File: src/rtl/dm_cache_ctrl_pkg.sv
// Shared types and helpers for the direct-mapped cache controller.
package cache_pkg;

    localparam int unsigned DEF_ADDR_WIDTH = 16;
    localparam int unsigned DEF_INDEX_BITS = 5;
    localparam int unsigned DEF_WORD_BITS  = 2;
    localparam int unsigned DEF_DATA_WIDTH = 32;

    typedef enum logic [2:0] {
        IDLE,
        COMPARE,
        REFILL,
        RESP,
        WRITE
    } cache_state_e;

    // Tag width left over once index and word-offset fields are removed.
    function automatic int unsigned tag_bits(input int unsigned aw,
                                             input int unsigned ib,
                                             input int unsigned wb);
        return aw - ib - wb;
    endfunction

endpackage

File: src/rtl/dm_cache_ctrl_line_store.sv
// Valid/tag/data storage for the direct-mapped cache.
// One write port (line tag update and/or word write), combinational read.
module cache_line_store #(
    parameter int unsigned INDEX_BITS = 5,
    parameter int unsigned WORD_BITS  = 2,
    parameter int unsigned TAG_BITS   = 9,
    parameter int unsigned DATA_WIDTH = 32
) (
    input  logic                  clk,
    input  logic                  rst,
    input  logic                  i_flush,
    input  logic                  i_line_we,
    input  logic                  i_word_we,
    input  logic [INDEX_BITS-1:0] i_idx,
    input  logic [WORD_BITS-1:0]  i_wword,
    input  logic [TAG_BITS-1:0]   i_tag,
    input  logic [DATA_WIDTH-1:0] i_wdata,
    input  logic [WORD_BITS-1:0]  i_rword,
    output logic                  o_valid,
    output logic [TAG_BITS-1:0]   o_tag,
    output logic [DATA_WIDTH-1:0] o_rdata
);

    localparam int unsigned LINES = 1 << INDEX_BITS;
    localparam int unsigned WORDS = 1 << WORD_BITS;

    logic [LINES-1:0]      r_valid;
    logic [TAG_BITS-1:0]   r_tag  [LINES];
    logic [DATA_WIDTH-1:0] r_data [LINES][WORDS];

    // Valid bits: cleared by reset or flush, set when a line finishes refilling.
    always_ff @(posedge clk or posedge rst) begin
        if (rst) begin
            r_valid <= '0;
        end else if (i_flush) begin
            r_valid <= '0;
        end else if (i_line_we) begin
            r_valid[i_idx] <= 1'b1;
        end
    end

    // Tag and data arrays carry no reset; valid bits gate their contents.
    always_ff @(posedge clk) begin
        if (i_line_we) begin
            r_tag[i_idx] <= i_tag;
        end
        if (i_word_we) begin
            r_data[i_idx][i_wword] <= i_wdata;
        end
    end

    assign o_valid = r_valid[i_idx];
    assign o_tag   = r_tag[i_idx];
    assign o_rdata = r_data[i_idx][i_rword];

endmodule

File: src/rtl/dm_cache_ctrl.sv
// Direct-mapped, write-through, no-write-allocate cache controller.
// Optional hit/miss counters are built when CACHE_STATS_EN is defined.
module dm_cache_ctrl
    import cache_pkg::*;
#(
    parameter int unsigned ADDR_WIDTH = DEF_ADDR_WIDTH,
    parameter int unsigned INDEX_BITS = DEF_INDEX_BITS,
    parameter int unsigned WORD_BITS  = DEF_WORD_BITS,
    parameter int unsigned DATA_WIDTH = DEF_DATA_WIDTH
) (
    input  logic                  clk,
    input  logic                  rst,
    input  logic                  cpu_req,
    input  logic                  cpu_we,
    input  logic [ADDR_WIDTH-1:0] cpu_addr,
    input  logic [DATA_WIDTH-1:0] cpu_wdata,
    output logic [DATA_WIDTH-1:0] cpu_rdata,
    output logic                  cpu_ready,
    input  logic                  flush,
    output logic                  mem_req,
    output logic                  mem_we,
    output logic [ADDR_WIDTH-1:0] mem_addr,
    output logic [DATA_WIDTH-1:0] mem_wdata,
    input  logic                  mem_ack,
    input  logic [DATA_WIDTH-1:0] mem_rdata
`ifdef CACHE_STATS_EN
    ,
    output logic [15:0]           hit_count,
    output logic [15:0]           miss_count
`endif
);

    localparam int unsigned TAG_BITS = tag_bits(ADDR_WIDTH, INDEX_BITS, WORD_BITS);

    cache_state_e          r_state, w_next;
    logic [ADDR_WIDTH-1:0] r_addr;
    logic                  r_we;
    logic [DATA_WIDTH-1:0] r_wdata;
    logic [WORD_BITS-1:0]  r_beat;
    logic                  r_flush_pend;
    logic [DATA_WIDTH-1:0] r_rdata;

    logic [TAG_BITS-1:0]   w_tag_q;
    logic [INDEX_BITS-1:0] w_idx_q;
    logic [WORD_BITS-1:0]  w_word_q;
    logic                  w_valid;
    logic [TAG_BITS-1:0]   w_tag;
    logic [DATA_WIDTH-1:0] w_rdata;
    logic                  w_hit;
    logic                  w_last;
    logic                  w_flush_now;
    logic                  w_line_we;
    logic                  w_word_we;
    logic [WORD_BITS-1:0]  w_wword;
    logic [DATA_WIDTH-1:0] w_wdata;
    logic                  w_rd_sel;

    assign w_tag_q  = r_addr[ADDR_WIDTH-1 -: TAG_BITS];
    assign w_idx_q  = r_addr[WORD_BITS +: INDEX_BITS];
    assign w_word_q = r_addr[WORD_BITS-1:0];
    assign w_hit    = w_valid && (w_tag == w_tag_q);
    assign w_last   = (r_beat == '1);

    // A flush seen outside IDLE is deferred until the controller is idle again.
    assign w_flush_now = (r_state == IDLE) && (flush || r_flush_pend);
    assign w_line_we   = (r_state == REFILL) && mem_ack && w_last;
    assign w_word_we   = ((r_state == REFILL) && mem_ack) ||
                         ((r_state == WRITE) && mem_ack && w_hit);
    assign w_wword     = (r_state == REFILL) ? r_beat : w_word_q;
    assign w_wdata     = (r_state == REFILL) ? mem_rdata : r_wdata;

    cache_line_store #(
        .INDEX_BITS (INDEX_BITS),
        .WORD_BITS  (WORD_BITS),
        .TAG_BITS   (TAG_BITS),
        .DATA_WIDTH (DATA_WIDTH)
    ) u_store (
        .clk       (clk),
        .rst       (rst),
        .i_flush   (w_flush_now),
        .i_line_we (w_line_we),
        .i_word_we (w_word_we),
        .i_idx     (w_idx_q),
        .i_wword   (w_wword),
        .i_tag     (w_tag_q),
        .i_wdata   (w_wdata),
        .i_rword   (w_word_q),
        .o_valid   (w_valid),
        .o_tag     (w_tag),
        .o_rdata   (w_rdata)
    );

    // State register plus request capture, beat counter and pending flush.
    always_ff @(posedge clk or posedge rst) begin
        if (rst) begin
            r_state      <= IDLE;
            r_addr       <= '0;
            r_we         <= 1'b0;
            r_wdata      <= '0;
            r_beat       <= '0;
            r_flush_pend <= 1'b0;
        end else begin
            r_state <= w_next;
            if (r_state == IDLE && cpu_req) begin
                r_addr  <= cpu_addr;
                r_we    <= cpu_we;
                r_wdata <= cpu_wdata;
            end
            if (r_state == COMPARE) begin
                r_beat <= '0;
            end else if (r_state == REFILL && mem_ack) begin
                r_beat <= r_beat + 1'b1;
            end
            if (r_state == IDLE) begin
                r_flush_pend <= 1'b0;
            end else if (flush) begin
                r_flush_pend <= 1'b1;
            end
        end
    end

    // Next-state decode.
    always_comb begin
        w_next = r_state;
        case (r_state)
            IDLE:    if (cpu_req) w_next = COMPARE;
            COMPARE: begin
                if (r_we)       w_next = WRITE;
                else if (w_hit) w_next = IDLE;
                else            w_next = REFILL;
            end
            REFILL:  if (mem_ack && w_last) w_next = RESP;
            RESP:    w_next = IDLE;
            WRITE:   if (mem_ack) w_next = IDLE;
            default: w_next = IDLE;
        endcase
    end

    // Moore-style outputs from state; completion pulse is the only ack-dependent term.
    always_comb begin
        cpu_ready = 1'b0;
        w_rd_sel  = 1'b0;
        mem_req   = 1'b0;
        mem_we    = 1'b0;
        mem_addr  = '0;
        mem_wdata = '0;
        case (r_state)
            COMPARE: begin
                w_rd_sel  = !r_we && w_hit;
                cpu_ready = !r_we && w_hit;
            end
            REFILL: begin
                mem_req  = 1'b1;
                mem_addr = {r_addr[ADDR_WIDTH-1:WORD_BITS], r_beat};
            end
            RESP: begin
                w_rd_sel  = 1'b1;
                cpu_ready = 1'b1;
            end
            WRITE: begin
                mem_req   = 1'b1;
                mem_we    = 1'b1;
                mem_addr  = r_addr;
                mem_wdata = r_wdata;
                cpu_ready = mem_ack;
            end
            default: ;
        endcase
    end

    // Read data holds its last delivered value between completions.
    always_ff @(posedge clk or posedge rst) begin
        if (rst) begin
            r_rdata <= '0;
        end else if (w_rd_sel) begin
            r_rdata <= w_rdata;
        end
    end

    assign cpu_rdata = w_rd_sel ? w_rdata : r_rdata;

`ifdef CACHE_STATS_EN
    logic [15:0] r_hit_cnt;
    logic [15:0] r_miss_cnt;

    // Saturating hit/miss counters, one event per COMPARE cycle.
    always_ff @(posedge clk or posedge rst) begin
        if (rst) begin
            r_hit_cnt  <= '0;
            r_miss_cnt <= '0;
        end else if (r_state == COMPARE) begin
            if (w_hit) begin
                if (r_hit_cnt != '1) r_hit_cnt <= r_hit_cnt + 16'd1;
            end else begin
                if (r_miss_cnt != '1) r_miss_cnt <= r_miss_cnt + 16'd1;
            end
        end
    end

    assign hit_count  = r_hit_cnt;
    assign miss_count = r_miss_cnt;
`endif

endmodule

File: config.mk
export PLATFORM = sky130hd
export DESIGN_NAME = dm_cache_ctrl
export DESIGN_NICKNAME = d
export VERILOG_FILES = /design/src/rtl/dm_cache_ctrl_pkg.sv /design/src/rtl/dm_cache_ctrl_line_store.sv /design/src/rtl/dm_cache_ctrl.sv
export SDC_FILE = /design/constraint.sdc
export NUM_CORES = 2
export LEC_CHECK = 0
export CAP_MARGIN = 10
export CORE_ASPECT_RATIO = 0.6
export CORE_MARGIN = 2
export CORE_UTILIZATION = 62
export DETAILED_ROUTE_END_ITERATION = 7
export PLACE_DENSITY_LB_ADDON = 0.05
export SLEW_MARGIN = 10
export SYNTH_ARGS = -nofsm -noshare
export SYNTH_HDL_FRONTEND = slang
export SYNTH_MEMORY_MAX_BITS = 65536
export SYNTH_SLANG_ARGS = --single-unit
File: constraint.sdc
create_clock -name clk -period 12.1 [get_ports clk]
set_input_delay 1.21 -clock clk [delete_from_list [all_inputs] [get_ports clk]]
set_output_delay 1.21 -clock clk [all_outputs]
set_load 0.02 [all_outputs]
==> flow_results.org <==
** Outcome
- Result of the run :: finished, final reports clean

** Setup path
- Kind of start point of the critical path :: register
- R2R Path End :: u_store.r_data[31][55]
- The worst setup path is captured at an output port.
- Highest fanout seen on the critical path :: 50
- CP arrival :: 7.31 ns
- In this design, the stage delay of the slowest critical-path cell is 0.94 ns.
- The most numerous cell type found on the critical path is buf_4.
- Class of the most critical setup path :: register to output port
- FF-to-FF path depth :: 11
- Worst R2R Start :: r_addr[2]
- Critical path cell sequence :: buf_4, buf_4, mux4_2, mux4_2, nand2_1, o211ai_1, buf_4, o311ai_1, o21ai_0, mux2_2, clkdlybuf4s50_1
- The worst register-to-register path has a setup slack of about 5.3 ns.
- Required time of the critical path :: 10.89 ns
- Slowest stage cell, crit path :: dfrtp_4

** Worst hold path
- The worst hold path begins at r_rdata[16].
- For hold timing, the worst endpoint is r_rdata[16].
- Min-Delay Path Class :: register to register
- Along the worst hold path, the cell count comes to 1.

** Synth
- Synthesized netlist cell count :: ~7700
- In this run the mean area of a mapped cell was 22.4 sq um.
- EDFF count, synth :: roughly 4400
- The cell area that synthesis handed to floorplanning was 0.173 sq mm.
- Sequential element share of the synthesized area :: 77.7%
- Net Count, Synth :: around 7800
- Yosys printed 0 warnings.
- Register bit total from synthesis :: 4503
- The most used flip-flop cell after synthesis is edfxtp_1.
- Yosys mapped the design onto 64 distinct sky130hd cell types.
- Ys async rst share :: 2.64%

** Flow run
- The tool flagged a number of max-cap violations equal to 0.

** Routing
- Number of design-rule violations left by the first detailed-router iteration :: 17553
- Number of search-and-repair iterations in the first detailed-routing pass :: 6
- Dividing the detail-routed wire length by the instance count gives 41.2 um.
- Number of vias after detailed routing :: 89574
- Count of unresolved DRC violations after routing :: 0
- Via density per instance :: between 7 and 8
- Total Wirelength :: 502 mm
- In this run the remaining antenna-violating nets after routing total 0.

** STA
- At the pin with the least slew margin, the transition time is 1.34 ns.
- The worst path uses 70.4% of the clock period.
- Hold Violations, Final :: 0
- Setup repair after global routing missed its margin :: false
- Final setup vio count :: 0
- Setup clock skew after layout :: 0.0612 ns
- F_max :: approximately 0.12 GHz
- The smallest clock period supported by the final layout is computed as 8.52 ns.
- Post-route setup TNS :: 0 ns
- Final count of pins violating max slew :: 0
- The worst pin sits at a relative slew slack of 10.5%.

** Clocking
- After clock tree synthesis, the clock-pin slew on the worst setup and hold paths is 0.07 ns.
- CTS Hold Buffers Added :: 0
- TritonCTS built the clock tree.
- Clock sink count :: 4503
- Clk Latency, worst-skew pair :: 0.97 ns
- Post CTS Setup Buffer Count :: 0
- Clock buffer count from CTS :: 392
- Maximum level of the CTS H-tree :: 5
- In this run the clock root is driven by a clkbuf_16.
- Maximum number of buffers from clock root to sink :: 4
- Gates resized during post-CTS repair numbered 0.

** Final layout
- Sequential cell area :: 0.135 sq mm
- Leading cell type in the layout, fill and taps excluded :: edfxtp_1
- Share of layout cells above drive strength 1 :: 27.0%
- At the end of the flow, the number of nets in the layout was 8223.
- Number of fill cells in the layout :: roughly 17000
- Final Util :: 69.7%
- Synthesis-to-layout area growth :: 12.0%
- Summing all multi-input logic gate instances after layout gives about 0.038 sq mm.
- Top library cells by usage in the layout, fill and taps aside :: edfxtp_1, mux4_2, clkbuf_16

** Placement
- Placed wire-length estimate after detailed placement :: ~280 mm
- Global placement routability congestion :: 0.897
- During placement, the flow inserted port buffers numbering between 150 and 200.

** Floorplanning
- Floorplan core area :: approximately 0.28 sq mm
- During I/O placement, the number of pins put on the boundary was 169.
- Measured along the x axis, the die boundary spans between 600 and 700 um.
- Area of the die :: about 0.28 sq mm
- For this configuration, the core starts out at a cell density of 62.3%.
- Die height :: 413 um
- The initialized floorplan defines 150 standard-cell rows.

** Global route
- Maximum number of pins on one net before global-route repair :: 123
- The via count of the first global-routing pass came to 85317.
- Number of antenna violations at the first check in global routing :: 35
- Summed over all layers, the global routing overflow is 0.
- The first global-routing pass estimated 688 mm of wire.
- Across every metal layer, demand over resource in global routing totals 35.6%.

** Power and ir drop
- Maximum vdd drop :: 0.362 mV
- Static leakage power :: 0.0607 uW
- The completed layout was analyzed and its total power is 50300 uW.
- Power spread over the standard cell area amounts to about 260 mW/mm^2.
==> power by group <==
part,internal (uW),leakage [uW],switching (uW)
Combinational,5330,0.0137,12000
Sequential,20300,0.0409,287
Clock,6760,0.00606,5570
==> cells by family (layout without fill, tap and decap cells) <==
family,Yosys count,after routing,synth area share [%]
flip-flops,4503,4503,77.7
other,0,14,0
XOR/XNOR,7,7,0.0354
buffers and inverters,486,1220,1.24
multiplexers,1460,1460,16.6
AO/OA/AOI/OAI,729,729,2.96
adder cells (fa/ha/maj),1,1,0.00722
AND/OR/NAND/NOR,532,532,1.40
==> state kept, by name, summed over array words and instances (netlist names) <==
name	cells
r_we	1
u_store.r_valid	32
r_wdata	32
r_state	3
r_addr	16
r_flush_pend	1
u_store.r_tag	288
r_beat	2
u_store.r_data	4096
r_rdata	32
==> Yosys cell counts (5+ instances only) <==
| library cell | count | area share (%) |
|---|---|---|
| nand4_1 | 9 | 0.033 |
| nor2b_1 | 15 | 0.054 |
| o32ai_1 | 6 | 0.030 |
| or3_1 | 7 | 0.025 |
| mux4_2 | 1117 | 15 |
| o22ai_1 | 59 | 0.21 |
| o21a_1 | 32 | 0.14 |
| a22oi_1 | 68 | 0.29 |
| buf_4 | 18 | 0.078 |
| a221o_1 | 9 | 0.052 |
| a2111oi_0 | 64 | 0.32 |
| nor4_1 | 17 | 0.061 |
| mux2_2 | 107 | 0.70 |
| mux2i_1 | 223 | 1.3 |
| buf_1 | 56 | 0.12 |
| clkbuf_1 | 240 | 0.52 |
| a22o_1 | 19 | 0.096 |
| a21oi_1 | 145 | 0.42 |
| xor2_1 | 7 | 0.035 |
| o211ai_1 | 47 | 0.20 |
| nor2_1 | 80 | 0.17 |
| a31oi_1 | 7 | 0.025 |
| nor3_1 | 5 | 0.014 |
| a311oi_1 | 6 | 0.030 |
| o311ai_0 | 11 | 0.056 |
| and2_1 | 38 | 0.14 |
| buf_2 | 159 | 0.46 |
| mux2_1 | 10 | 0.065 |
| edfxtp_1 | 4384 | 76 |
| a211oi_1 | 67 | 0.29 |
| nand3_1 | 35 | 0.10 |
| dfrtp_1 | 119 | 1.7 |
| o31ai_1 | 9 | 0.039 |
| nand2_1 | 296 | 0.64 |
| buf_6 | 7 | 0.046 |
| a221oi_1 | 66 | 0.33 |
| o21ai_0 | 80 | 0.23 |
| o2111ai_1 | 22 | 0.11 |
==> worst max-delay path: cells and delay by family (launching register included) <==
family | cells | cell delay, ns
buffers and inverters | 4 | 2.44
flip-flops | 1 | 0.94
multiplexers | 3 | 1.51
AO/OA/AOI/OAI | 3 | 1.25
AND/OR/NAND/NOR | 1 | 0.10
==> area by class of cell <==
type	count	area share (%)
Tap cell	3724	2.40
Antenna cell	14	0.0181
Sequential cell	4503	69.4
Clock buffer	472	5.35
Inverter	6	0.0213
Clock inverter	238	0.998
Timing Repair Buffer	504	2.29
Multi-Input combinational cell	2729	19.5
==> routing by layer <==
| metal | share of wire, % | up-vias | global-route usage [%] |
|---|---|---|---|
| li1 | - | 33695 | - |
| met1 | 38 | 47594 | 54.9 |
| met2 | 42 | 7399 | 48.5 |
| met3 | 16 | 872 | 13.1 |
| met4 | 3.1 | 14 | 9.85 |
| met5 | 0.029 | - | 0.201 |
==> how the worst max path moves through the flow <==
stage / endpoint / cells past startpoint / start / slack [ns]
floorplan: u_store.r_data[15][0] / 11 / r_addr[3] / 3.77
global placement: cpu_rdata[20] / 11 / r_addr[2] / 4.41
detailed placement: cpu_rdata[20] / 11 / r_addr[2] / 4.39
CTS: cpu_rdata[20] / 11 / r_addr[2] / 3.38
global route: cpu_rdata[20] / 11 / r_addr[2] / 3.33
finish: cpu_rdata[20] / 11 / r_addr[2] / 3.58
==> stage by stage <==
| step | instance area (sq um) | setup slack (ns) | hold WS (ns) | cells |
|---|---|---|---|---|
| finish | 194000 | 3.58 | 0.482 | 12190 |
| global route | 194000 | 3.33 | 0.510 | 12178 |
| CTS | 194000 | 3.38 | 0.486 | 12175 |
| detailed placement | 182000 | 4.39 | 0.474 | 11465 |
| global placement | 182000 | 4.41 | 0.467 | 11465 |
| floorplan | 173000 | 3.77 | 0.459 | 7718 |
Power figures use the tool's default switching activity.
